--- src/rtl/rect_fill_fsm.sv ---
// rect_fill_fsm: fills an axis-aligned framebuffer rectangle one pixel per
// clock (solid colour or x-stripe), driving the VGA adapter x/y/colour/plot
// inputs, with a start/busy/done command handshake.
// Optional feature macro: RFILL_CLEAR_ON_RESET_EN (clears the full screen to
// colour 0 after reset before accepting commands).
module rect_fill_fsm #(
    parameter int SCREEN_W = 160,
    parameter int SCREEN_H = 120,
    parameter int X_W      = 8,
    parameter int Y_W      = 7,
    parameter int COLOR_W  = 3
) (
    input  logic               clk,
    input  logic               reset,
    input  logic               start,
    input  logic [X_W-1:0]     x0,
    input  logic [Y_W-1:0]     y0,
    input  logic [X_W-1:0]     x1,
    input  logic [Y_W-1:0]     y1,
    input  logic               mode,
    input  logic [COLOR_W-1:0] fill_color,
    output logic [X_W-1:0]     x,
    output logic [Y_W-1:0]     y,
    output logic [COLOR_W-1:0] color,
    output logic               plot,
    output logic               busy,
    output logic               done
);

`ifdef RFILL_CLEAR_ON_RESET_EN
    typedef enum logic [2:0] {IDLE, SETUP, FILL, FIN, CLEAR} state_t;
`else
    typedef enum logic [1:0] {IDLE, SETUP, FILL, FIN} state_t;
`endif

    localparam logic [X_W-1:0] X_MAX = X_W'(SCREEN_W - 1);
    localparam logic [Y_W-1:0] Y_MAX = Y_W'(SCREEN_H - 1);

    state_t             state;

    // command latched at acceptance
    logic [X_W-1:0]     xa, xb;
    logic [Y_W-1:0]     ya, yb_raw;
    logic               mode_q;
    logic [COLOR_W-1:0] fill_q;

    // ordered, clamped bounds used during the scan
    logic [X_W-1:0]     xr;
    logic [Y_W-1:0]     yt, yb;

    // clamp/order results and next scan position
    logic [X_W-1:0]     xac, xbc, sxl, sxr;
    logic [Y_W-1:0]     yac, ybc, syt, syb;
    logic [X_W-1:0]     nx;
    logic [Y_W-1:0]     ny;
    logic               last;

    // clamp the latched corners to the screen and order them
    always_comb begin
        xac = (32'(xa) >= SCREEN_W) ? X_MAX : xa;
        xbc = (32'(xb) >= SCREEN_W) ? X_MAX : xb;
        yac = (32'(ya) >= SCREEN_H) ? Y_MAX : ya;
        ybc = (32'(yb_raw) >= SCREEN_H) ? Y_MAX : yb_raw;
        sxl = (xac <= xbc) ? xac : xbc;
        sxr = (xac <= xbc) ? xbc : xac;
        syt = (yac <= ybc) ? yac : ybc;
        syb = (yac <= ybc) ? ybc : yac;
    end

    // column-major step from the pixel currently on the outputs
    always_comb begin
        last = (x == xr) && (y == yb);
        if (y == yb) begin
            nx = x + X_W'(1);
            ny = yt;
        end else begin
            nx = x;
            ny = y + Y_W'(1);
        end
    end

    // control FSM; x/y double as the scan counters
    always_ff @(posedge clk) begin
        if (reset) begin
`ifdef RFILL_CLEAR_ON_RESET_EN
            state <= CLEAR;
`else
            state <= IDLE;
`endif
            x     <= '0;
            y     <= '0;
            color <= '0;
            plot  <= 1'b0;
            busy  <= 1'b0;
            done  <= 1'b0;
        end else begin
            case (state)
                IDLE: begin
                    plot <= 1'b0;
                    done <= 1'b0;
                    if (start) begin
                        xa     <= x0;
                        ya     <= y0;
                        xb     <= x1;
                        yb_raw <= y1;
                        mode_q <= mode;
                        fill_q <= fill_color;
                        busy   <= 1'b1;
                        state  <= SETUP;
                    end
                end
                SETUP: begin
                    xr    <= sxr;
                    yt    <= syt;
                    yb    <= syb;
                    x     <= sxl;
                    y     <= syt;
                    color <= mode_q ? sxl[COLOR_W-1:0] : fill_q;
                    plot  <= 1'b1;
                    state <= FILL;
                end
                FILL: begin
                    if (last) begin
                        plot  <= 1'b0;
                        done  <= 1'b1;
                        busy  <= 1'b0;
                        state <= FIN;
                    end else begin
                        x     <= nx;
                        y     <= ny;
                        color <= mode_q ? nx[COLOR_W-1:0] : fill_q;
                    end
                end
                FIN: begin
                    done  <= 1'b0;
                    state <= IDLE;
                end
`ifdef RFILL_CLEAR_ON_RESET_EN
                // full-screen clear reuses the FILL scan with fixed bounds
                CLEAR: begin
                    mode_q <= 1'b0;
                    fill_q <= '0;
                    xr     <= X_MAX;
                    yt     <= '0;
                    yb     <= Y_MAX;
                    x      <= '0;
                    y      <= '0;
                    color  <= '0;
                    plot   <= 1'b1;
                    busy   <= 1'b1;
                    state  <= FILL;
                end
`endif
                default: state <= IDLE;
            endcase
        end
    end

endmodule

--- config.mk ---
export PLATFORM = sky130hd
export DESIGN_NAME = rect_fill_fsm
export DESIGN_NICKNAME = d
export VERILOG_FILES = /design/src/rtl/rect_fill_fsm.sv
export SDC_FILE = /design/constraint.sdc
export NUM_CORES = 1
export LEC_CHECK = 0
export CORE_MARGIN = 4
export CORE_UTILIZATION = 59
export CTS_CLUSTER_SIZE = 28
export DETAILED_ROUTE_END_ITERATION = 8
export PLACE_DENSITY = 0.94
export SYNTH_ARGS = -nofsm -noshare
export SYNTH_HDL_FRONTEND = slang
export SYNTH_SLANG_ARGS = --single-unit
--- constraint.sdc ---
create_clock -name clk -period 7.27 [get_ports clk]
set_input_delay 0.727 -clock clk [delete_from_list [all_inputs] [get_ports clk]]
set_output_delay 0.727 -clock clk [all_outputs]
set_load 0.05 [all_outputs]
==> results_dict.tcl <==
set metrics [dict create \
    wl_per_cell_um 16.87 \
    synth_seq_cells 79 \
    slew_viol_final 0 \
    hp-class "reg -> reg" \
    finalHoldViolations 0 \
    path_clk_slew_ps 80 \
    critPathKind "reg -> reg" \
    p_sw_uw 734.1 \
    busiest_layer "met2" \
    vias_per_cell 5.876 \
    coreArea_um2 6794 \
    cts_made_buffers 9 \
    syn_nets 444 \
    tns_ps 0 \
    dr.first_iter.drc_count 257 \
    grt_overflow 0 \
    grt_use_met1_pct 27.40 \
    layout_setup_ws_ps 3886 \
    fmax_mhz 295.5 \
    cts_tree "built" \
    cts_sinks 79 \
    firstDrtPassIters 4 \
    ant_nets 0 \
    final_common_cell "clkdlybuf4s50_1" \
    cts_buffer_depth 2 \
    grt_pass1_vias 3098 \
    internal_power_uw 1084 \
    netlist_area_um2 4139 \
    layout_min_cycle_time_ps 3384 \
    syn_to_final_growth_pct 20.16 \
    start_util_pct 60.92 \
    setup_viol 0 \
    rsz0062_at_grt "false" \
    clockPowerShare_pct 19.7 \
    power.density_nw_per_um2 365.6 \
    async_flop_share_pct 0 \
    holdBufCountCts 0 \
    nNetsFinal 497 \
    grt_max_degree 35 \
    vdd_drop_max_mv 0.1880 \
    synthCells 386 \
    ys_seq_area_share_pct 51.75 \
    cts-root-buf "clkbuf_8" \
    synth_area_per_cell_um2 10.72 \
    die_h_um 91.76 \
    critPathCaptureType "flop" \
    power.leakage_uw 0.001917 \
    worstPathRequired_ps 7470 \
    pwr-share-seq_pct 37.7 \
    die_area_um2 8419 \
    grt.total_usage_pct 22.27 \
    antenna_found_initial 0 \
    vias 3173 \
    grt_pass1_wl_mm 14.73 \
    synth_top_flop_cell "edfxtp_1" \
    switching_share_pct 40.38 \
    ioPinCount 58 \
    routabilityCongestion 0.8949 \
    wirelength_mm 9.108 \
    die_w_um 91.76 \
    final_cell_mix "clkdlybuf4s50_1 (57), edfxtp_1 (56), nor2_1 (48)" \
    rows 30 \
    synth_edf_count 56 \
    critPathTopFamily "compound AO/OA/AOI/OAI gates" \
    run_status "completed" \
    synth_warnings 0 \
    critPathBufInv 2 \
    path_cells "nand3_1, nor2_1, nor2_1, inv_1, ha_1, nor2b_1, o21a_1, o21ai_0, a21boi_1, buf_4, mux2_2, a21oi_1, a211oi_1" \
    pre_cts_slack_ps 4049 \
    drive_above_1_share_pct 8.108 \
    htreeDepth 3 \
    crit_arrival_ps 3580 \
    drc_errors 0 \
    crit_fanout 11 \
    use_met3_pct 5.086 \
    cp_slowest_cell "a21boi_1" \
    clk_latency_ps 360 \
    cts_resized 0 \
    relSlewSlack_pct 42.45 \
    post-route-period-util_pct 46.55 \
    ys_types 47 \
    startpoint_type "flop" \
    clock_skew_ps 12.24 \
    holdWs_ps 495.4 \
    diodes 0 \
    share_comb_of_total_power_pct 42.6 \
    worst_slew_pin_slew_ps 861.5 \
    max_stage_delay_ps 660 \
    maxCapViolCount 0 \
    crit_top_cell "nor2_1" \
    portBuffers 57 \
    dp_hpwl_mm 6.316 \
    postCtsSetupRepairBufs 0 \
    met2_usage_pct 36.94 \
]
## logic make-up after synthesis
| group | share of synthesized area (%) |
|---|---|
| multiplexers | 5.985 |
| adder cells (fa/ha/maj) | 6.348 |
| AO/OA/AOI/OAI | 11.64 |
| AND/OR/NAND/NOR | 14.90 |
| buffers and inverters | 4.716 |
| flip-flops | 51.75 |
| XOR/XNOR | 4.655 |
## cell usage after synthesis (all sizes together), types with 2 or more instances
library cell	count	area, um2
a21o	2	15.01
inv	23	86.33
nor2b	6	37.54
nand3	13	70.07
edfxtp	56	1682
clkbuf	13	48.80
xnor2	6	52.55
nor4	3	31.28
nand2b	7	43.79
mux2	6	67.56
nand4	3	18.77
o21a	3	22.52
a211oi	9	67.56
dfxtp	23	460.4
o211ai	2	15.01
o21ai	8	40.03
a311oi	4	35.03
buf	7	60.05
xor2	16	140.1
o221ai	5	43.79
mux2i	18	180.2
a21oi	24	120.1
and4	2	20.02
nor3	8	40.04
ha	21	262.8
nor3b	3	22.52
o21ba	2	20.02
a31oi	2	12.51
and3	6	42.54
o311a	2	20.02
nor2	49	183.9
o22ai	3	18.77
nand2	23	86.33
## worst register-to-register path: cells and delay by family, from the launching register on
| family | cells | cell delay (ps) |
|---|---|---|
| flops | 1 | 450 |
| compound gates | 5 | 1110 |
| buf+inv | 2 | 390 |
| simple gates | 4 | 610 |
| fa+ha+maj | 1 | 300 |
| mux | 1 | 380 |
## metrics by stage
stage / total power [uW] / area, um2 / instances / util, %
6_report: 1818 / 4974 / 540 / 73.20
5_1_grt: 1914 / 4974 / 540 / 73.20
4_1_cts: 1812 / 4974 / 540 / 73.20
3_5_place_dp: 1451 / 4761 / 524 / 70.07
3_3_place_gp: 1417 / 4761 / 524 / 70.07
2_1_floorplan: 1252 / 4139 / 386 / -
## worst paths after layout
path              startpoint    to  slack (ps)  cells past startpoint
hold / removal          plot  plot         500                      2
setup reg to reg       ya[5]  y[4]        3890                     13
hold reg to reg         plot  plot         500                      2
setup / recovery       ya[5]  y[4]        3890                     13
## state kept, by name, indices dropped and copies added (netlist names), 8 cells and up
register and flops:
x 8, xa 8, xb 8, xr 8
## final cells by class
type | count | area [um2]
timing repair buffer | 62 | 608.1
multi-input combinational | 264 | 1804
clock buffer | 10 | 127.6
fill | 433 | 1821
clock inverter | 6 | 85.08
inverter | 23 | 86.33
sequential | 79 | 2142
tap | 96 | 120.1
## routing by layer
| layer | wire, um | part of all wire (%) |
|---|---|---|
| met2 | 4389 | 48 |
| met5 | 0 | 0 |
| met1 | 3754 | 41 |
| met4 | 238 | 2.6 |
| met3 | 725 | 8.0 |
## power groups by stage
stage,sequential (uW),clock [uW],combinational (uW)
5_1_grt,694,379,841
3_3_place_gp,689,0,728
3_5_place_dp,692,0,758
6_report,685,357,775
2_1_floorplan,810,0,442
4_1_cts,683,360,769
Note: power is estimated with default switching activity, not from simulation.
==> RTL edit: new RTL, same settings <==
`SCREEN_W`: 160 -> 128.
--- a/src/rtl/rect_fill_fsm.sv
+++ b/src/rtl/rect_fill_fsm.sv
@@ -4,7 +4,7 @@
 // Optional feature macro: RFILL_CLEAR_ON_RESET_EN (clears the full screen to
 // colour 0 after reset before accepting commands).
 module rect_fill_fsm #(
-    parameter int SCREEN_W = 160,
+    parameter int SCREEN_W = 128,
     parameter int SCREEN_H = 120,
     parameter int X_W      = 8,
     parameter int Y_W      = 7,
Check against the original RTL: not equivalent (a bounded check fails within 4 cycles, from zero or initial values and one cycle with reset high).
==> RTL edit against the original RTL <==
- clock power fell by 8.4%
- combinational power is 2% higher
- non-clock buffer count decreased by 2
- sequential cell count unchanged
- utilization grew 0.62 points
- critical path type unchanged
- critical path depth shrank 3
- count of clock-buffer cells in the layout up 1
- synthesized area grew 2.3%
- cell area up 2.0%
- cell count rose by 3.3%
- hold slack improved by 4.1 ps
- largest cell class unchanged
- critical endpoint is now y[5]
- routed wire length grew 12%
- worst setup slack got worse by 45 ps
- power shrank 1.4%
==> RTL edit: results (changes against the original RTL) <==
IO buf count: 57 (unchanged)
Post-synthesis compound-gate area fraction: 15.9% (+4.2 points)
Synth warnings: 0 (unchanged)
Hold depth: 2 (unchanged)
Layout cell share with drive strength beyond 1: 7.58% (-0.53 points)
Final #Nets: 515 (+3.6%)
Antenna violations before repair: 0 (unchanged)
Clock buffer count from CTS: 9 (unchanged)
Commonest cells post-synth: 56 x edfxtp_1, 53 x nor2_1, 23 x a21oi_1, 23 x dfxtp_1
Setup Buffers After CTS: 0 (unchanged)
Longest Clk Path Bufs: 2 (unchanged)
Post_cts resized: 0 (unchanged)
First-pass GRT wire length: 16600 um (+12%)
RePlAce Congestion: 0.961 (+7.4%)
Post-synthesis mux area share: 3.25% (-2.7 points)
Skew-Pair Late Insertion Delay: 340 ps (-20 ps)
FFs w/ async S/R, synth: 0% (unchanged)
Slowest cell on the critical path: a2111oi_0
Initial DRC count: 380 (+48%)
Worst EP arrival: 3620 ps (+40 ps)
HPWL Detailed: 7190 um (+14%)
CP max stage delay: 830 ps (+170 ps)
H-tree Lvls: 3 (unchanged)
Seq/Total Area, Yosys: 50.6% (-1.2 points)
Delay-heaviest family, CP: simple AND/OR/NAND/NOR gates
Cell chosen for the clock root: clkbuf_8
Hold Path Class: reg2reg
XOR/XNOR Fraction of Synth Area: 4.34% (-0.31 points)
Drt pass-1 iters: 5 (+1)
Vias in the first global route: 3360 (+8.5%)
CTS clk-pin slew, worst paths: 80 ps (about the same)
Synth cell types: 57 (+21%)
Most used DFF post-synth: edfxtp_1
Status: finished clean
Placed instance area: 4870 um2 (+2.3%)
Fillers: 446 (+3.0%)
Largest cells by area after synthesis: edfxtp_1 40%, dfxtp_1 11%, ha_1 6.2%
Vias per cell: 6.22 (+5.9%)
R2R cell count: 10 (-3)
Adder-cell area share of the yosys netlist: 6.20% (-0.14 points)
Largest net degree at the start of global routing: 35 (unchanged)
Post-synth EDFFs: 56 (unchanged)
Leak pwr: 0.00189 uW (-1.2%)
Slew headroom: 24.4% (-18 points)
Tot GR Track Use: 24.6% (+2.3 points)
Critical Path Fanout Max: 27 (+16)
Worst VDD drop: 0.199 mV (+6.1%)
Total Wirelength: 10200 um (+12%)
Number of diodes: 0 (unchanged)
Final clock skew: 6.10 ps (-6.14 ps)
==> RTL edit: power by group <==
group	internal, uW	leakage (uW)	total [uW]	switching, uW
logic	279	0.00110	787	508
clock network	168	0.0000932	327	160
registers	595	0.000703	679	84.4
==> RTL edit: final cells by class <==
| class | instances | share of cell area (%) |
|---|---|---|
| clock inverters | 5 | 1.13 |
| multi-input cells | 286 | 38.2 |
| inverters | 21 | 1.55 |
| clock buffers | 11 | 2.79 |
| repair buffers | 60 | 11.7 |
| well taps | 96 | 2.37 |
| flip-flops and latches | 79 | 42.2 |
==> RTL edit: worst reg2reg max path, delay by kind of cell, from the launching register on <==
kind | cells | cell delay, ps
adder cells (fa/ha/maj) | 1 | 310
flip-flops | 1 | 380
AO/OA/AOI/OAI | 3 | 1050
AND/OR/NAND/NOR | 6 | 1520
==> RTL edit: worst paths after layout <==
kind	from	to	slack, ps
setup / recovery	yb_raw[5]	y[5]	3840
hold / removal	done	done	500
setup reg to reg	yb_raw[5]	y[5]	3840
hold reg to reg	done	done	500
==> RTL edit: per-stage QoR <==
| step | power, uW | cells | worst slack [ps] | utilization, % |
|---|---|---|---|---|
| 6_report | 1790 | 558 | 3840 | 73.8 |
| 5_1_grt | 1890 | 558 | 3640 | 73.8 |
| 4_1_cts | 1780 | 558 | 3920 | 73.8 |
| 3_5_place_dp | 1450 | 542 | 3970 | 70.9 |
| 3_3_place_gp | 1410 | 542 | 4260 | 70.9 |
| 2_1_floorplan | 1220 | 405 | 4260 | - |
==> RTL edit: routing by layer <==
layer / part of all wire [%] / global-route usage [%] / up-vias
li1: - / - / 1611
met1: 40 / 31.7 / 1611
met2: 48 / 39.6 / 217
met3: 8.9 / 4.63 / 32
met4: 3.1 / 12.3 / 0
met5: 0 / 0 / -
==> RTL edit: logic make-up (layout without fill, tap and decap cells) <==
group | count (synthesis) | after routing
AND/OR/NAND/NOR | 130 | 130
AO/OA/AOI/OAI | 98 | 98
flip-flops | 79 | 79
buffers and inverters | 40 | 97
adder cells (fa/ha/maj) | 21 | 21
XOR/XNOR | 21 | 21
multiplexers | 13 | 13
other | 2 | 3
